==> src/rtl/inst_fetch_unit.sv <==
`default_nettype none
// ==========================================================================
// Module   : inst_fetch_unit
// Purpose  : Single-outstanding instruction fetch with redirect and faults
// Revision : 1.0 - initial release
// ==========================================================================
module inst_fetch_unit #(
  parameter logic [31:0] RESET_PC = 32'h8000_0000
) (
  input  logic        clk,
  input  logic        rst,
  input  logic        redirect_valid,
  input  logic [31:0] redirect_pc,
  output logic        mem_arvalid,
  input  logic        mem_arready,
  output logic [31:0] mem_araddr,
  input  logic        mem_rvalid,
  output logic        mem_rready,
  input  logic [31:0] mem_rdata,
  input  logic [1:0]  mem_rresp,
  output logic        out_valid,
  input  logic        out_ready,
  output logic [31:0] out_pc,
  output logic [31:0] out_inst,
  output logic        out_fault
);

  typedef enum logic [1:0] {
    IDLE = 2'd0,
    ADDR = 2'd1,
    DATA = 2'd2,
    HOLD = 2'd3
  } state_t;

  state_t      r_state;
  logic [31:0] r_pc;
  logic [31:0] r_req_addr;
  logic        r_drop;

  logic        w_launch;
  logic        w_capture;
  logic [31:0] w_pc_inc;
  logic [31:0] w_pc_next;

  assign w_pc_inc = r_pc + 32'd4;

  // Every new fetch starts at the updated pc, so the launch address is w_pc_next.
  always_comb begin
    w_pc_next = r_pc;
    if (redirect_valid) begin
      w_pc_next = redirect_pc;
    end else if (r_state == HOLD && out_ready) begin
      w_pc_next = w_pc_inc;
    end

    w_launch  = 1'b0;
    w_capture = 1'b0;
    case (r_state)
      IDLE: w_launch = 1'b1;
      DATA: begin
        if (mem_rvalid) begin
          if (redirect_valid || r_drop) begin
            w_launch = 1'b1;
          end else begin
            w_capture = 1'b1;
          end
        end
      end
      HOLD:    w_launch = redirect_valid || out_ready;
      default: ;
    endcase
  end

  always_ff @(posedge clk or negedge rst) begin
    if (!rst) begin
      r_state     <= IDLE;
      r_pc        <= RESET_PC;
      r_req_addr  <= RESET_PC;
      r_drop      <= 1'b0;
      mem_arvalid <= 1'b0;
      mem_araddr  <= 32'd0;
      mem_rready  <= 1'b0;
      out_valid   <= 1'b0;
      out_pc      <= 32'd0;
      out_inst    <= 32'd0;
      out_fault   <= 1'b0;
    end else begin
      r_pc <= w_pc_next;
      if (w_launch) begin
        r_req_addr <= w_pc_next;
        r_drop     <= 1'b0;
        mem_rready <= 1'b0;
        // A misaligned target never reaches the bus; it is reported as a fault.
        if (w_pc_next[1:0] != 2'b00) begin
          r_state     <= HOLD;
          mem_arvalid <= 1'b0;
          out_valid   <= 1'b1;
          out_fault   <= 1'b1;
          out_inst    <= 32'd0;
          out_pc      <= w_pc_next;
        end else begin
          r_state     <= ADDR;
          mem_arvalid <= 1'b1;
          mem_araddr  <= w_pc_next;
          out_valid   <= 1'b0;
        end
      end else begin
        if (redirect_valid) begin
          r_drop <= 1'b1;
        end
        case (r_state)
          ADDR: begin
            if (mem_arvalid && mem_arready) begin
              r_state     <= DATA;
              mem_arvalid <= 1'b0;
              mem_rready  <= 1'b1;
            end
          end
          DATA: begin
            if (w_capture) begin
              r_state    <= HOLD;
              mem_rready <= 1'b0;
              out_valid  <= 1'b1;
              out_inst   <= mem_rdata;
              out_pc     <= r_req_addr;
              out_fault  <= |mem_rresp;
            end
          end
          default: ;
        endcase
      end
    end
  end

endmodule
`default_nettype wire
==> config.mk <==
export PLATFORM = sky130hd
export DESIGN_NAME = inst_fetch_unit
export DESIGN_NICKNAME = d
export VERILOG_FILES = /design/src/rtl/inst_fetch_unit.sv
export SDC_FILE = /design/constraint.sdc
export NUM_CORES = 1
export LEC_CHECK = 0
export BUFFER_PORTS_ARGS = -buffer_cell sky130_fd_sc_hd__buf_2
export CAP_MARGIN = 15
export CORE_AREA = 2 2 121 123
export CTS_BUF_LIST = sky130_fd_sc_hd__clkbuf_16
export DETAILED_ROUTE_END_ITERATION = 12
export DIE_AREA = 0 0 123 125
export PLACE_DENSITY = 0.79
export SYNTH_ARGS = -nofsm -noshare
export SYNTH_HDL_FRONTEND = slang
export SYNTH_SLANG_ARGS = --single-unit
==> constraint.sdc <==
create_clock -name clk -period 2.6 [get_ports clk]
set_input_delay 0.26 -clock clk [delete_from_list [all_inputs] [get_ports clk]]
set_output_delay 0.26 -clock clk [all_outputs]
set_load 0.1 [all_outputs]
==> results.cfg <==
[status]
outcome = finished, final reports clean

[critical_path]
worst_setup_path_end_kind = register
crit_path_cell_trace = and4_1 > nand2_2 > buf_4 > o31a_1 > o31ai_1 > o21ai_0
reg2reg_slack_ns = 0.19
rr_worst_depth = 6
crit_fanout = 12
cp_data_required_time_ns = 2.89
startpoint_type = register
path_class = register to register
r2r-end = mem_araddr[21]
cpPeakStageDelay_ns = 0.63
reg2reg_from = r_state[0]
crit_path_top_delay_cell = dfrtp_1
crit_arrival_ns = 2.69

[routing]
first_iter_violations = 464
first_pass_iters = 5
vias = 6356
drc = 0
post_drt_wl_per_cell_um = 18.0
detail-route-antenna-nets = 0
post_drt_via_cell_ratio = 5.78
wl_um = 19800

[global_routing]
grt_pass1_vias = 6301
grt_usage = 0.271
grt_first_pass_wirelength_um = 32200
grt_max_degree = 70
antenna_found_initial = 1
grt.overflow.total = 0

[min_path]
hold_end = out_inst[11]
hold_depth = 3
min_from = mem_rdata[11]
holdCritPathClass = primary input to register

[clock_tree]
cts_tree = done
clk_latency_ns = 0.43
path_clk_slew_ns = 0.06
cts_num_sinks = 167
cts-root-buf = clkbuf_16
cts_buffers = 17
htree_levels = 4
clockBufferDepth = 2

[floorplan]
io_pins = 172
die_area_um2 = 15400
die-width_um = 123
num_rows = 44
die_y_um = 125
initial_core_util = 0.528
core_area_um2 = 14200

[logic_synthesis]
async_reset_ff_frac = 1.00
ys_types = 60
synth-seq-cells = 167
syn_inst = 734
ys_seq_area_frac = 0.557
synth_nets = 807
synth_edf_count = 0
yosys_warnings = 0
synthFlopType = dfrtp_1
syn_area_um2 = 7500
syn_area_per_cell_um2 = 10.2

[timing]
grt_setup_unrepaired = false
final-hold-violation-count = 0
clock_skew_ns = 0.00866
slew_viol_final = 0
tightest_slew_ns = 0.656
setup_viol = 0
fin_setup_tns_ns = 0
slew_headroom = 0.563
fin_crit_sh = 0.926
fmax_ghz = 0.415
min_period_ns = 2.41

[job]
maxCapViolations = 0

[cells_and_area]
layout-drive-gt1-share = 0.311
fillCellCount = 1201
final_net_count = 977
area_growth_pct = 24.1

[placed_design]
gp_congestion = 0.851
dp_hpwl_um = 13700
io_buffers = 171
[synth_stat cells (7+ instances only)]
cell type / count / area, um^2
a21o_1: 7 / 52.6
nand4_1: 12 / 75.1
nand3_1: 54 / 270
mux2_2: 37 / 417
nor2_1: 28 / 105
or4_1: 7 / 52.6
a21oi_1: 12 / 60.1
nor2b_1: 7 / 43.8
a31oi_1: 15 / 93.8
nor3_1: 10 / 50.1
o31ai_1: 13 / 97.6
o211ai_1: 12 / 90.1
nor4_1: 7 / 43.8
a211o_1: 7 / 61.3
buf_2: 11 / 55.1
nand2b_1: 9 / 56.3
dfrtp_1: 165 / 4130
inv_1: 19 / 71.3
nand2_1: 109 / 409
o21ai_0: 76 / 380
clkbuf_1: 32 / 120
[stage by stage]
| stage | hold slack [ns] | utilization | setup WS, ns | area, um^2 | cells |
|---|---|---|---|---|---|
| 2_1_floorplan | -0.0356 | - | 0.406 | 7500 | 734 |
| 3_3_place_gp | 0.312 | 0.608 | 0.285 | 8640 | 1066 |
| 3_5_place_dp | 0.323 | 0.608 | 0.224 | 8640 | 1066 |
| 4_1_cts | 0.0364 | 0.653 | 0.170 | 9280 | 1097 |
| 5_1_grt | 0.0512 | 0.655 | 0.00323 | 9310 | 1099 |
| 6_report | 0.0494 | 0.656 | 0.193 | 9310 | 1100 |
[worst max-delay path by stage]
stage                     startpoint             end  slack, ns  cells past startpoint
after floorplan           r_state[1]      out_pc[11]       0.41                      7
after global placement    r_state[0]  mem_araddr[31]       0.29                      5
after detailed placement  r_state[0]  mem_araddr[31]       0.22                      5
after CTS                 r_state[0]      out_pc[17]       0.17                      6
after global routing      r_state[0]  mem_araddr[21]      0.003                      6
final                     r_state[0]  mem_araddr[21]       0.19                      6
[registers in the layout, indices dropped and copies added (netlist names)]
signal / cells
mem_rready: 1
out_fault: 1
r_drop: 1
r_state: 2
r_pc: 32
out_pc: 32
out_inst: 32
mem_araddr: 32
r_req_addr: 32
mem_arvalid: 1
out_valid: 1
[logic make-up (layout without fill, tap and decap cells)]
family                     count (synthesis)  in the layout  share of synthesized area
AOI/OAI and AO/OA                        176            176                      0.152
buffers and inverters                     70            251                     0.0404
and+or+nand+nor                          276            276                      0.184
DFF                                      167            167                      0.557
other                                      0              1                          0
xor gates and xnor gates                   3              3                    0.00350
muxes                                     41             41                     0.0610
adders and majority gates                  1              1                    0.00167
[final cells by class]
cell class | instances | area, um^2 | area share
diodes | 1 | 2.50 | 0.000269
clock buffers | 17 | 425 | 0.0457
clock inverters | 13 | 204 | 0.0219
inverters | 19 | 71.3 | 0.00766
multi-input cells | 497 | 3050 | 0.327
flip-flops and latches | 167 | 4180 | 0.449
well taps | 184 | 230 | 0.0247
repair buffers | 202 | 1150 | 0.123
[critical path, delay by kind of cell (launching register included)]
family | cells | cell delay, ns
AOI/OAI and AO/OA | 3 | 0.91
buffers and inverters | 1 | 0.18
DFF | 1 | 0.63
and+or+nand+nor | 2 | 0.54
[cells in the final DEF (no fill, tap or decap), drive strengths merged, types with 15 or more instances in the layout]
master,count
a31oi,15
buf,201
clkbuf,17
dfrtp,165
inv,20
mux2,38
nand2,110
nand3,55
nor2,30
o21ai,76
[routing by layer]
| layer | vias to the layer above | global-route usage | wire length (um) |
|---|---|---|---|
| met5 | - | 0 | 0 |
| met4 | 0 | 0.124 | 683 |
| met3 | 50 | 0.0753 | 1360 |
| met2 | 243 | 0.417 | 9490 |
| met1 | 3087 | 0.358 | 8280 |
| li1 | 2976 | - | - |
[timing repair]
action | CTS | global route
setup endpoints to repair | 0 | 7
hold endpoints to repair | 63 | 0
setup buffers | 0 | 2
resized for setup | 0 | 3
hold buffers | 1 | 0
Power is not shown: default switching activity piles up to over one toggle a cycle in this logic, so the estimate is an artifact.
